<file path="src/rtl/seqgen_pkg.sv">
// Shared types and constants for the serial pattern generator.
package seqgen_pkg;

    typedef enum logic [1:0] {
        IDLE  = 2'd0,
        SHIFT = 2'd1,
        GAP   = 2'd2,
        DONE  = 2'd3
    } state_t;

    localparam logic [3:0] DEFAULT_PATTERN = 4'b1011;

    // Fibonacci LFSR x^7 + x^6 + 1
    localparam int         LFSR_W     = 7;
    localparam logic [6:0] LFSR_SEED  = 7'h7F;
    localparam int         LFSR_TAP_A = 6;
    localparam int         LFSR_TAP_B = 5;

endpackage

</file>
<file path="src/rtl/seqgen_lfsr.sv">
// 7-bit Fibonacci LFSR gap-filler source; steps only when adv_i is high.
module seqgen_lfsr
    import seqgen_pkg::*;
(
    input  logic clk_i,
    input  logic rst_i,
    input  logic adv_i,
    output logic bit_o
);

    logic [LFSR_W-1:0] lfsr_q;
    logic [LFSR_W-1:0] lfsr_d;

    always_comb begin
        lfsr_d = lfsr_q;
        if (adv_i) begin
            lfsr_d = {lfsr_q[LFSR_W-2:0], lfsr_q[LFSR_TAP_A] ^ lfsr_q[LFSR_TAP_B]};
        end
    end

    always_ff @(posedge clk_i or posedge rst_i) begin
        if (rst_i) begin
            lfsr_q <= LFSR_SEED;
        end else begin
            lfsr_q <= lfsr_d;
        end
    end

    assign bit_o = lfsr_q[LFSR_W-1];

endmodule

</file>
<file path="src/rtl/sequence_generator_1011.sv">
// Serial pattern transmitter: PATTERN MSB-first, rep_count times, gaps between.
// Define SEQGEN_LFSR_GAP_EN to fill gaps with LFSR bits instead of zeros.
module sequence_generator_1011
    import seqgen_pkg::*;
#(
    parameter int             PAT_W   = 4,
    parameter logic [PAT_W-1:0] PATTERN = DEFAULT_PATTERN,
    parameter int             GAP_W   = 4,
    parameter int             REP_W   = 8
) (
    input  logic             clock,
    input  logic             reset,
    input  logic             start,
    input  logic [REP_W-1:0] rep_count,
    input  logic [GAP_W-1:0] gap_bits,
    input  logic             abort,
    output logic             dout,
    output logic             dout_valid,
    output logic             busy,
    output logic             done
);

    localparam int IDX_W = (PAT_W > 1) ? $clog2(PAT_W) : 1;
    localparam logic [IDX_W-1:0] IDX_MAX = IDX_W'(PAT_W - 1);

    state_t           state_q, state_d;
    logic [IDX_W-1:0] idx_q, idx_d;
    logic [REP_W-1:0] rep_q, rep_d;
    logic [GAP_W-1:0] gap_cfg_q, gap_cfg_d;
    logic [GAP_W-1:0] gap_cnt_q, gap_cnt_d;
    logic             dout_q, dout_d;
    logic             valid_q, valid_d;
    logic             busy_q, busy_d;
    logic             done_q, done_d;
    logic             gap_adv;
    logic             gap_bit;

`ifdef SEQGEN_LFSR_GAP_EN
    seqgen_lfsr u_lfsr (
        .clk_i (clock),
        .rst_i (reset),
        .adv_i (gap_adv),
        .bit_o (gap_bit)
    );
`else
    assign gap_bit = 1'b0;
`endif

    always_comb begin
        state_d   = state_q;
        idx_d     = idx_q;
        rep_d     = rep_q;
        gap_cfg_d = gap_cfg_q;
        gap_cnt_d = gap_cnt_q;
        dout_d    = 1'b0;
        valid_d   = 1'b0;
        done_d    = 1'b0;
        gap_adv   = 1'b0;

        unique case (state_q)
            IDLE: begin
                if (start && !abort) begin
                    rep_d     = rep_count;
                    gap_cfg_d = gap_bits;
                    idx_d     = IDX_MAX;
                    if (rep_count == '0) begin
                        state_d = DONE;
                        done_d  = 1'b1;
                    end else begin
                        state_d = SHIFT;
                        dout_d  = PATTERN[PAT_W-1];
                        valid_d = 1'b1;
                    end
                end
            end
            SHIFT: begin
                if (idx_q != '0) begin
                    idx_d   = idx_q - IDX_W'(1);
                    dout_d  = PATTERN[idx_d];
                    valid_d = 1'b1;
                end else begin
                    rep_d = rep_q - REP_W'(1);
                    if (rep_d == '0) begin
                        state_d = DONE;
                        done_d  = 1'b1;
                    end else if (gap_cfg_q != '0) begin
                        state_d   = GAP;
                        gap_cnt_d = gap_cfg_q - GAP_W'(1);
                        dout_d    = gap_bit;
                        valid_d   = 1'b1;
                        gap_adv   = 1'b1;
                    end else begin
                        idx_d   = IDX_MAX;
                        dout_d  = PATTERN[PAT_W-1];
                        valid_d = 1'b1;
                    end
                end
            end
            GAP: begin
                // gap_cnt_q holds the gap bits still owed after the current one
                if (gap_cnt_q != '0) begin
                    gap_cnt_d = gap_cnt_q - GAP_W'(1);
                    dout_d    = gap_bit;
                    valid_d   = 1'b1;
                    gap_adv   = 1'b1;
                end else begin
                    state_d = SHIFT;
                    idx_d   = IDX_MAX;
                    dout_d  = PATTERN[PAT_W-1];
                    valid_d = 1'b1;
                end
            end
            DONE: begin
                state_d = IDLE;
            end
        endcase

        if (abort && state_q != IDLE) begin
            state_d = IDLE;
            dout_d  = 1'b0;
            valid_d = 1'b0;
            done_d  = 1'b0;
            gap_adv = 1'b0;
        end

        busy_d = (state_d != IDLE);
    end

    always_ff @(posedge clock or posedge reset) begin
        if (reset) begin
            state_q   <= IDLE;
            idx_q     <= IDX_MAX;
            rep_q     <= '0;
            gap_cfg_q <= '0;
            gap_cnt_q <= '0;
            dout_q    <= 1'b0;
            valid_q   <= 1'b0;
            busy_q    <= 1'b0;
            done_q    <= 1'b0;
        end else begin
            state_q   <= state_d;
            idx_q     <= idx_d;
            rep_q     <= rep_d;
            gap_cfg_q <= gap_cfg_d;
            gap_cnt_q <= gap_cnt_d;
            dout_q    <= dout_d;
            valid_q   <= valid_d;
            busy_q    <= busy_d;
            done_q    <= done_d;
        end
    end

    assign dout       = dout_q;
    assign dout_valid = valid_q;
    assign busy       = busy_q;
    assign done       = done_q;

endmodule

</file>
<file path="config.mk">
export PLATFORM = sky130hd
export DESIGN_NAME = sequence_generator_1011
export DESIGN_NICKNAME = d
export VERILOG_FILES = /design/src/rtl/seqgen_pkg.sv /design/src/rtl/seqgen_lfsr.sv /design/src/rtl/sequence_generator_1011.sv
export SDC_FILE = /design/constraint.sdc
export NUM_CORES = 1
export LEC_CHECK = 0
export CELL_PAD_IN_SITES_DETAIL_PLACEMENT = 1
export CELL_PAD_IN_SITES_GLOBAL_PLACEMENT = 1
export CORE_ASPECT_RATIO = 1.5
export CORE_UTILIZATION = 30
export CTS_BUF_LIST = sky130_fd_sc_hd__clkbuf_16
export CTS_CLUSTER_DIAMETER = 60
export DETAILED_ROUTE_END_ITERATION = 7
export HOLD_SLACK_MARGIN = 0.1
export PLACE_DENSITY_LB_ADDON = 0.1
export SLEW_MARGIN = 5
export SYNTH_ARGS = -nofsm -noshare
export SYNTH_HDL_FRONTEND = slang
export SYNTH_SLANG_ARGS = --single-unit
</file>
<file path="constraint.sdc">
create_clock -name clock -period 3.55 [get_ports clock]
set_clock_uncertainty 0.2 [all_clocks]
set_input_delay 0.71 -clock clock [delete_from_list [all_inputs] [get_ports clock]]
set_output_delay 0.71 -clock clock [all_outputs]
set_load 0.005 [all_outputs]
</file>
==> results of run 1 <==
==> kinds of logic after synthesis <==
logic type,count (synthesis)
flip-flops,24
buffers and inverters,18
AO/OA/AOI/OAI,60
AND/OR/NAND/NOR,68
adder cells (fa/ha/maj),6
XOR/XNOR,2
multiplexers,1
==> cell usage in the layout (no fill, tap or decap), types with 2 or more instances in the layout <==
cell type / synthesis / final
ha_1: 5 / 5
or4b_1: 2 / 2
inv_1: 9 / 9
nor2_1: 19 / 19
buf_4: 0 / 2
nor4b_2: 2 / 2
nor3_1: 4 / 4
nor4_1: 4 / 4
clkdlybuf4s50_1: 0 / 19
dfrtp_1: 22 / 22
nor3b_1: 3 / 3
clkbuf_16: 0 / 3
dfstp_2: 2 / 2
o22a_1: 2 / 2
a211oi_1: 3 / 3
o21ai_0: 4 / 4
nand2_1: 18 / 18
nor2b_1: 3 / 3
o21ai_1: 14 / 14
o21bai_1: 3 / 3
nand4_1: 2 / 2
a31oi_1: 3 / 3
a32oi_1: 2 / 2
nand2b_1: 3 / 3
nand3_1: 2 / 2
xnor2_1: 2 / 2
a21oi_1: 16 / 16
==> stage by stage <==
step	instance area (um^2)	std cells	worst slack [ns]	hold WS (ns)
floorplan	1540	179	0.977	0.265
global placement	1800	257	0.817	0.279
detailed placement	1800	257	0.703	0.304
CTS	1900	261	0.682	0.316
global route	1900	261	0.533	0.335
finish	1900	261	0.699	0.310
==> area by class of cell <==
cell class,instances,area [um^2]
inverters,9,33.8
fillers,606,2990
repair buffers,21,205
flip-flops and latches,24,603
clock buffers,3,75.1
well taps,66,82.6
clock inverters,1,30.0
multi-input cells,137,872
==> per-layer routing <==
metal	routed length, um	global-route usage (%)	vias to the layer above	share of wire, %
met2	2490	32.1	18	59
met3	73	1.73	5	1.7
met4	60	5.68	0	1.4
li1	-	-	686	-
met5	0	0	-	0
met1	1590	19.8	706	38
==> worst max-delay path, stage by stage (launching register included) <==
cell and delay, ns:
dfrtp_1 0.40, inv_1 0.11, ha_1 0.24, or4b_1 0.57
o211a_1 0.21, a211oi_4 0.29, o2111ai_2 0.25, o22a_1 0.28
o32a_1 0.18
==> how the worst min path moves through the flow <==
stage                     depth (start not counted)     start  slack [ns]       end
after floorplan                                   2  idx_q[1]        0.26  idx_q[1]
after global placement                            2  idx_q[1]        0.28  idx_q[1]
after detailed placement                          2  idx_q[1]        0.30  idx_q[1]
after CTS                                         2  idx_q[1]        0.32  idx_q[1]
after global routing                              2  idx_q[1]        0.33  idx_q[1]
final                                             2  idx_q[1]        0.31  idx_q[1]
==> power breakdown <==
group          switching [mW]  leakage (nW)  internal (mW)
Sequential              0.145         0.296          0.393
Combinational           0.344         0.409          0.282
Clock                   0.101        0.0511          0.224
Total                   0.591         0.756          0.899
==> synth_stat cells, types with 4 or more instances <==
library cell  instances
nand2_1              18
a21oi_1              16
inv_1                 9
clkbuf_1              9
nor4_1                4
nor3_1                4
dfrtp_1              22
ha_1                  5
o21ai_1              14
nor2_1               19
o21ai_0               4
==> sequential cells by signal, indices dropped and copies added (netlist names) <==
register and count:
dout 1, gap_cnt_q 4, dout_valid 1, idx_q 2
state_q 2, rep_q 8, busy 1, done 1
gap_cfg_q 4
==> results.ini, run 1 <==
[placement]
gp_congestion = 0.783
dpl.hpwl_mm = 3.35
io_buffers = 19

[yosys]
seq_area_frac_synth_pct = 39.1
netlist.top_cell.by_area = dfrtp_1
synthMuxAreaShare_pct = 0.649
synth_edf_count = 0
yosys.area_share.simple_pct = 23.9
synth_top_cell_area_share_pct = 35.7
ys_seq_elements = 24
synth_compound_area_share_pct = 26.1
avgSynthCellArea_um2 = 8.62
synth_top_family_by_area = compound AO/OA/AOI/OAI gates
synth_nets = 200
synth-adder-area-share_pct = 4.70
synth_cell_types = 46
ys.flop_type = dfrtp_1
async_reset_ff_share_pct = 100
synth_warnings = 0
synth_xor_area_share_pct = 1.14
synth.area.top_cells = dfrtp_1 36%, a21oi_1 5.2%, nor2_1 4.6%
syn_inst = 179
netlist_area_mm2 = 0.00154

[critical_path]
reg2reg_to = gap_cnt_q[2]
end_kind = register
cp_max_fo = 7
startpoint = rep_q[1]
reg2reg_from = rep_q[1]
reg2regPathDepth = 8
ff2ff_setup_slack_ns = 0.70
critPathCapture = gap_cnt_q[2]
crit_arrival_ns = 2.79
worstPathRequired_ns = 3.49
path_class = reg2reg
cp-start-kind = register

[final_layout]
utilization_pct = 38.9
finalNetCount = 217
syn_to_final_growth_pct = 23.3
drive_gt1_share_pct = 7.18
n_antenna_cell = 0

[global_route]
overflow = 0
grt_pass1_vias = 1433
grt_use_total_pct = 17.4
grt_max_degree = 26
grt_pass1_wl_mm = 7.09
antenna_found_initial = 0

[pwr]
powerDensity_mw_per_mm2 = 784
peakVddDrop_mv = 0.246
power_mw = 1.49
p_leak_nw = 0.756

[clock_network]
cts_sinks = 24
h-tree-depth = 1
post_cts_resized = 0
cts_tree = built
numCtsBuffers = 3
insertion_delay_ns = 0.26
post_cts_buffers = 0
cts-root-buf = clkbuf_16
clk_pin_slew_worst_paths_ns = 0.06
hold_buffers = 0
clockBufferDepth = 2

[route]
wl_mm = 4.22
via_count = 1415
vias_per_cell = 5.42
dr.pass1.iters = 4
drc = 0
wire_per_inst_um = 16.1
drtAntennaViolNets = 0
drtIter0Drc = 18

[floorplanning]
die_width_um = 60.6
coreArea_mm2 = 0.00489
dieArea_mm2 = 0.00544
num_rows = 31
initial_core_util_pct = 31.6
ioPinCount = 20
fp.dieH_um = 89.8

[run_status]
status = finished clean

[timing]
worst_slew_pin_slew_ns = 0.959
finalHoldViolations = 0
rsz0062_at_grt = no
finalSetupTns_ns = 0
drv_slew = 0
fin_crit_sh_pct = 80.3
setup_viol = 0
layout_min_cycle_time_ns = 2.85
fmax_mhz = 351
relSlewSlack_pct = 36.0

[flow_run]
cap_violations = 0

[hold_path]
hold_path_class = reg2reg

(Power assumes the default switching activity.)
==> run 2: changes to the inputs <==
- clock period: 3.55 -> 2.7 ns (I/O delays scaled with it)
==> results.ini, run 2 (synthesis gave the netlist of run 1 again) <==
[run_status]
status = finished clean

[clock_network]
hold_buffers = 0
clk_pin_slew_worst_paths_ns = 0.06
insertion_delay_ns = 0.26
cts_sinks = 24
h-tree-depth = 1
numCtsBuffers = 3
cts_tree = built
cts-root-buf = clkbuf_16
clockBufferDepth = 2

[route]
drtAntennaViolNets = 0
via_count = 1465
vias_per_cell = 5.31
drc = 0
dr.pass1.iters = 4
wire_per_inst_um = 16.3
wl_mm = 4.49
drtIter0Drc = 34

[critical_path]
cp-start-kind = register
end_kind = register
path_class = reg2reg
crit_arrival_ns = 2.58
cp_max_fo = 7
worstPathRequired_ns = 2.64

[final_layout]
finalNetCount = 232
reg.largest.list = rep_q: 8 flops, gap_cfg_q: 4 flops, gap_cnt_q: 4 flops
syn_to_final_growth_pct = 31.4
drive_gt1_share_pct = 17.1
fin_cells = 276
fillCellCount = 595
final_common_cell = dfrtp_1
largest-register = rep_q
seqCellArea_um2 = 604
multi_input_area_um2 = 910
mostFrequentLayoutCells = 21 x dfrtp_1, 19 x nor2_1, 19 x clkdlybuf4s50_1
largest_reg_flops = 8
n_antenna_cell = 0

[timing]
relSlewSlack_pct = 25.8
finalSetupTns_ns = 0
setup_viol = 0
layout_min_cycle_time_ns = 2.64
worst_slew_pin_slew_ns = 1.11
drv_slew = 0
fin_crit_sh_pct = 97.7
finalHoldViolations = 0
fmax_mhz = 379

[pwr]
peakVddDrop_mv = 0.326
p_leak_nw = 0.824
power_mw = 2.01
powerDensity_mw_per_mm2 = 990

[floorplanning]
coreArea_mm2 = 0.00489
num_rows = 31
die_width_um = 60.6
dieArea_mm2 = 0.00544
initial_core_util_pct = 31.6
fp.dieH_um = 89.8
ioPinCount = 20

[hold_path]
hold_path_class = reg2reg

[placement]
dpl.hpwl_mm = 3.51
io_buffers = 19
gp_congestion = 0.794
placedCellCount = 267

[flow_run]
cap_violations = 0

[global_route]
grt_max_degree = 25
grt_use_total_pct = 18.5
antenna_found_initial = 0
grt_pass1_wl_mm = 7.60
overflow = 0
grt_pass1_vias = 1577

run 2: final timing paths:
path	endpoint	cells after the start	slack [ns]	startpoint
worst max register to register	gap_cnt_q[2]	8	0.06	rep_q[1]
max in group asynchronous	idx_q[1]	3	1.56	reset
min in group asynchronous	dout_valid	3	0.43	reset
worst max-delay path	gap_cnt_q[2]	8	0.06	rep_q[1]
worst min-delay path	idx_q[1]	2	0.32	idx_q[1]
worst min register to register	idx_q[1]	2	0.32	idx_q[1]
run 2: per-layer routing:
| layer | up-vias | track usage [%] | routed length, um |
|---|---|---|---|
| met5 | - | 0 | 0 |
| li1 | 722 | - | - |
| met1 | 710 | 18.9 | 1610 |
| met2 | 26 | 35.7 | 2690 |
| met4 | 0 | 6.44 | 82 |
| met3 | 7 | 2.16 | 102 |
run 2: per-stage QoR:
stage,hold WS (ns),setup slack (ns),util [%],cell area [um^2]
5_1_grt,0.335,-0.00941,41.5,2030
2_1_floorplan,0.265,0.127,-,1540
6_report,0.316,0.0625,41.5,2030
4_1_cts,0.322,0.0305,40.2,1970
3_3_place_gp,0.290,-0.0198,38.3,1870
3_5_place_dp,0.313,-0.0337,38.3,1870
run 2: final cells by class:
type,count,share of cell area [%]
Inverter,9,1.67
Sequential cell,24,29.8
Timing Repair Buffer,36,15.7
Multi-Input combinational cell,137,44.9
Clock buffer,3,3.70
Clock inverter,1,0.185
Tap cell,66,4.07
run 2: timing repair:
item	4_1_cts	5_1_grt
pin swaps	1	4
gates resized for setup	2	8
endpoints found under the setup margin	1	4
buffers inserted	0	5
run 2: worst max-delay path, cell delays in order (launching register included):
cell and delay (ns):
dfrtp_1 0.41, inv_2 0.11, ha_4 0.15, or4b_4 0.46, o211a_1 0.18, a211oi_4 0.36
o2111ai_4 0.23, o22a_1 0.26, o32a_1 0.16
run 2: where the power goes:
part	switching (mW)	internal [mW]
registers	0.180	0.518
clock network	0.124	0.198
logic	0.521	0.464
==> run 3: changes to the inputs <==
- SKIP_CTS_REPAIR_TIMING: not set -> 1
==> results.ini, run 3 (synthesis gave the netlist of run 1 again) <==
[final_layout]
final_area_mm2 = 0.00200
finalNetCount = 228
n_antenna_cell = 0
drive_gt1_share_pct = 15.5
fillCellCount = 598
final_common_cell = dfrtp_1
largest_reg_flops = 8
syn_to_final_growth_pct = 29.4
mostFrequentLayoutCells = 21 x dfrtp_1, 19 x nor2_1, 19 x clkdlybuf4s50_1
largest-register = rep_q
reg.largest.list = rep_q: 8 flops, gap_cfg_q: 4 flops, gap_cnt_q: 4 flops

[clock_network]
numCtsBuffers = 3
clk_pin_slew_worst_paths_ns = 0.06
insertion_delay_ns = 0.26
cts_tree = built
h-tree-depth = 1
cts_sinks = 24
cts-root-buf = clkbuf_16
clockBufferDepth = 2

[global_route]
antenna_found_initial = 0
overflow = 0
grtUsageMet1_pct = 18.6
grt_pass1_wl_mm = 7.56
grt_max_degree = 25
grt_busiest_layer = met2
grt_pass1_vias = 1575
use_met2_pct = 35.7
grt_use_total_pct = 18.4
use_met3_pct = 2.16

[critical_path]
end_kind = register
reg2regPathDepth = 6
cp_slowest_cell = or4_4
cp_max_fo = 7
crit_arrival_ns = 2.56
cp.buffers_inverters = 0
cp-start-kind = register
crit_cells = 6
slowest_delay_ns = 0.57
path_class = reg2reg
crit_family = compound AO/OA/AOI/OAI gates
cp_cell_sequence = or4_4 > or2_1 > a211oi_4 > o2111ai_4 > o22a_1 > o32a_1
worstPathRequired_ns = 2.64

[pwr]
power.share.clock_pct = 16.5
netSwitchingFraction_pct = 41.6
powerDensity_mw_per_mm2 = 980
intPower_mw = 1.14
p_leak_nw = 0.805
p_sw_mw = 0.815
peakVddDrop_mv = 0.326
seqPwrFrac_pct = 35.6
power_mw = 1.96
combPwrFrac_pct = 47.9

[route]
dr.pass1.iters = 4
drtAntennaViolNets = 0
wire_per_inst_um = 16.4
drc = 0
via_count = 1448
vias_per_cell = 5.32
drtIter0Drc = 37
wl_mm = 4.45

[floorplanning]
fp.dieH_um = 89.8
initial_core_util_pct = 31.6
num_rows = 31
ioPinCount = 20
dieArea_mm2 = 0.00544
coreArea_mm2 = 0.00489
die_width_um = 60.6

[hold_path]
hold_path_class = reg2reg
whs_path_depth = 2

[placement]
placed_area_mm2 = 0.00187
pre_cts_slack_ns = -0.0337
io_buffers = 19
gp_congestion = 0.794
dpl.hpwl_mm = 3.51

[timing]
rsz0062_at_grt = no
worst_slew_pin_slew_ns = 1.14
hold_ws_ns = 0.316
fin_crit_sh_pct = 96.9
setup_viol = 0
drv_slew = 0
relSlewSlack_pct = 24.2
finalSetupTns_ns = 0
finalHoldViolations = 0
layout_min_cycle_time_ns = 2.62
fmax_mhz = 382
fin_ws_ns = 0.0839

[flow_run]
cap_violations = 0

[run_status]
status = finished clean

## run 3: final timing paths
| path | start | end | slack (ns) |
|---|---|---|---|
| worst min-delay path | idx_q[1] | idx_q[1] | 0.32 |
| worst max register to register | rep_q[0] | gap_cnt_q[2] | 0.08 |
| worst min register to register | idx_q[1] | idx_q[1] | 0.32 |
| worst max-delay path | rep_q[0] | gap_cnt_q[2] | 0.08 |
| min in group asynchronous | reset | dout_valid | 0.43 |
| max in group asynchronous | reset | idx_q[1] | 1.56 |
## run 3: cell type report
cell class | count | area (um^2) | area share [%]
clock inverters | 1 | 3.75 | 0.188
well taps | 66 | 82.6 | 4.14
inverters | 9 | 33.8 | 1.69
flip-flops and latches | 24 | 604 | 30.3
clock buffers | 3 | 75.1 | 3.76
multi-input cells | 137 | 910 | 45.6
repair buffers | 32 | 288 | 14.4
## run 3: power groups by stage
stage / Clock (mW) / Combinational [mW] / Sequential [mW]
3_5_place_dp: 0 / 0.903 / 0.699
5_1_grt: 0.346 / 1.06 / 0.726
2_1_floorplan: 0 / 0.632 / 0.643
3_3_place_gp: 0 / 0.876 / 0.692
4_1_cts: 0.331 / 0.907 / 0.694
6_report: 0.323 / 0.937 / 0.698
## run 3: worst register-to-register path: stages, from the launching register on
cell and delay (ns):
dfrtp_2 0.44, or4_4 0.57, or2_1 0.27, a211oi_4 0.37, o2111ai_4 0.23, o22a_1 0.26
o32a_1 0.17
## run 3: metrics by stage
step | util [%] | instances
floorplan | - | 179
global placement | 38.3 | 267
detailed placement | 38.3 | 267
CTS | 39.9 | 271
global route | 40.9 | 272
finish | 40.9 | 272
## run 3: routing by layer
layer / up-vias / routed length (um)
met5: - / 0
li1: 714 / -
met1: 705 / 1570
met2: 22 / 2700
met4: 0 / 82
met3: 7 / 100
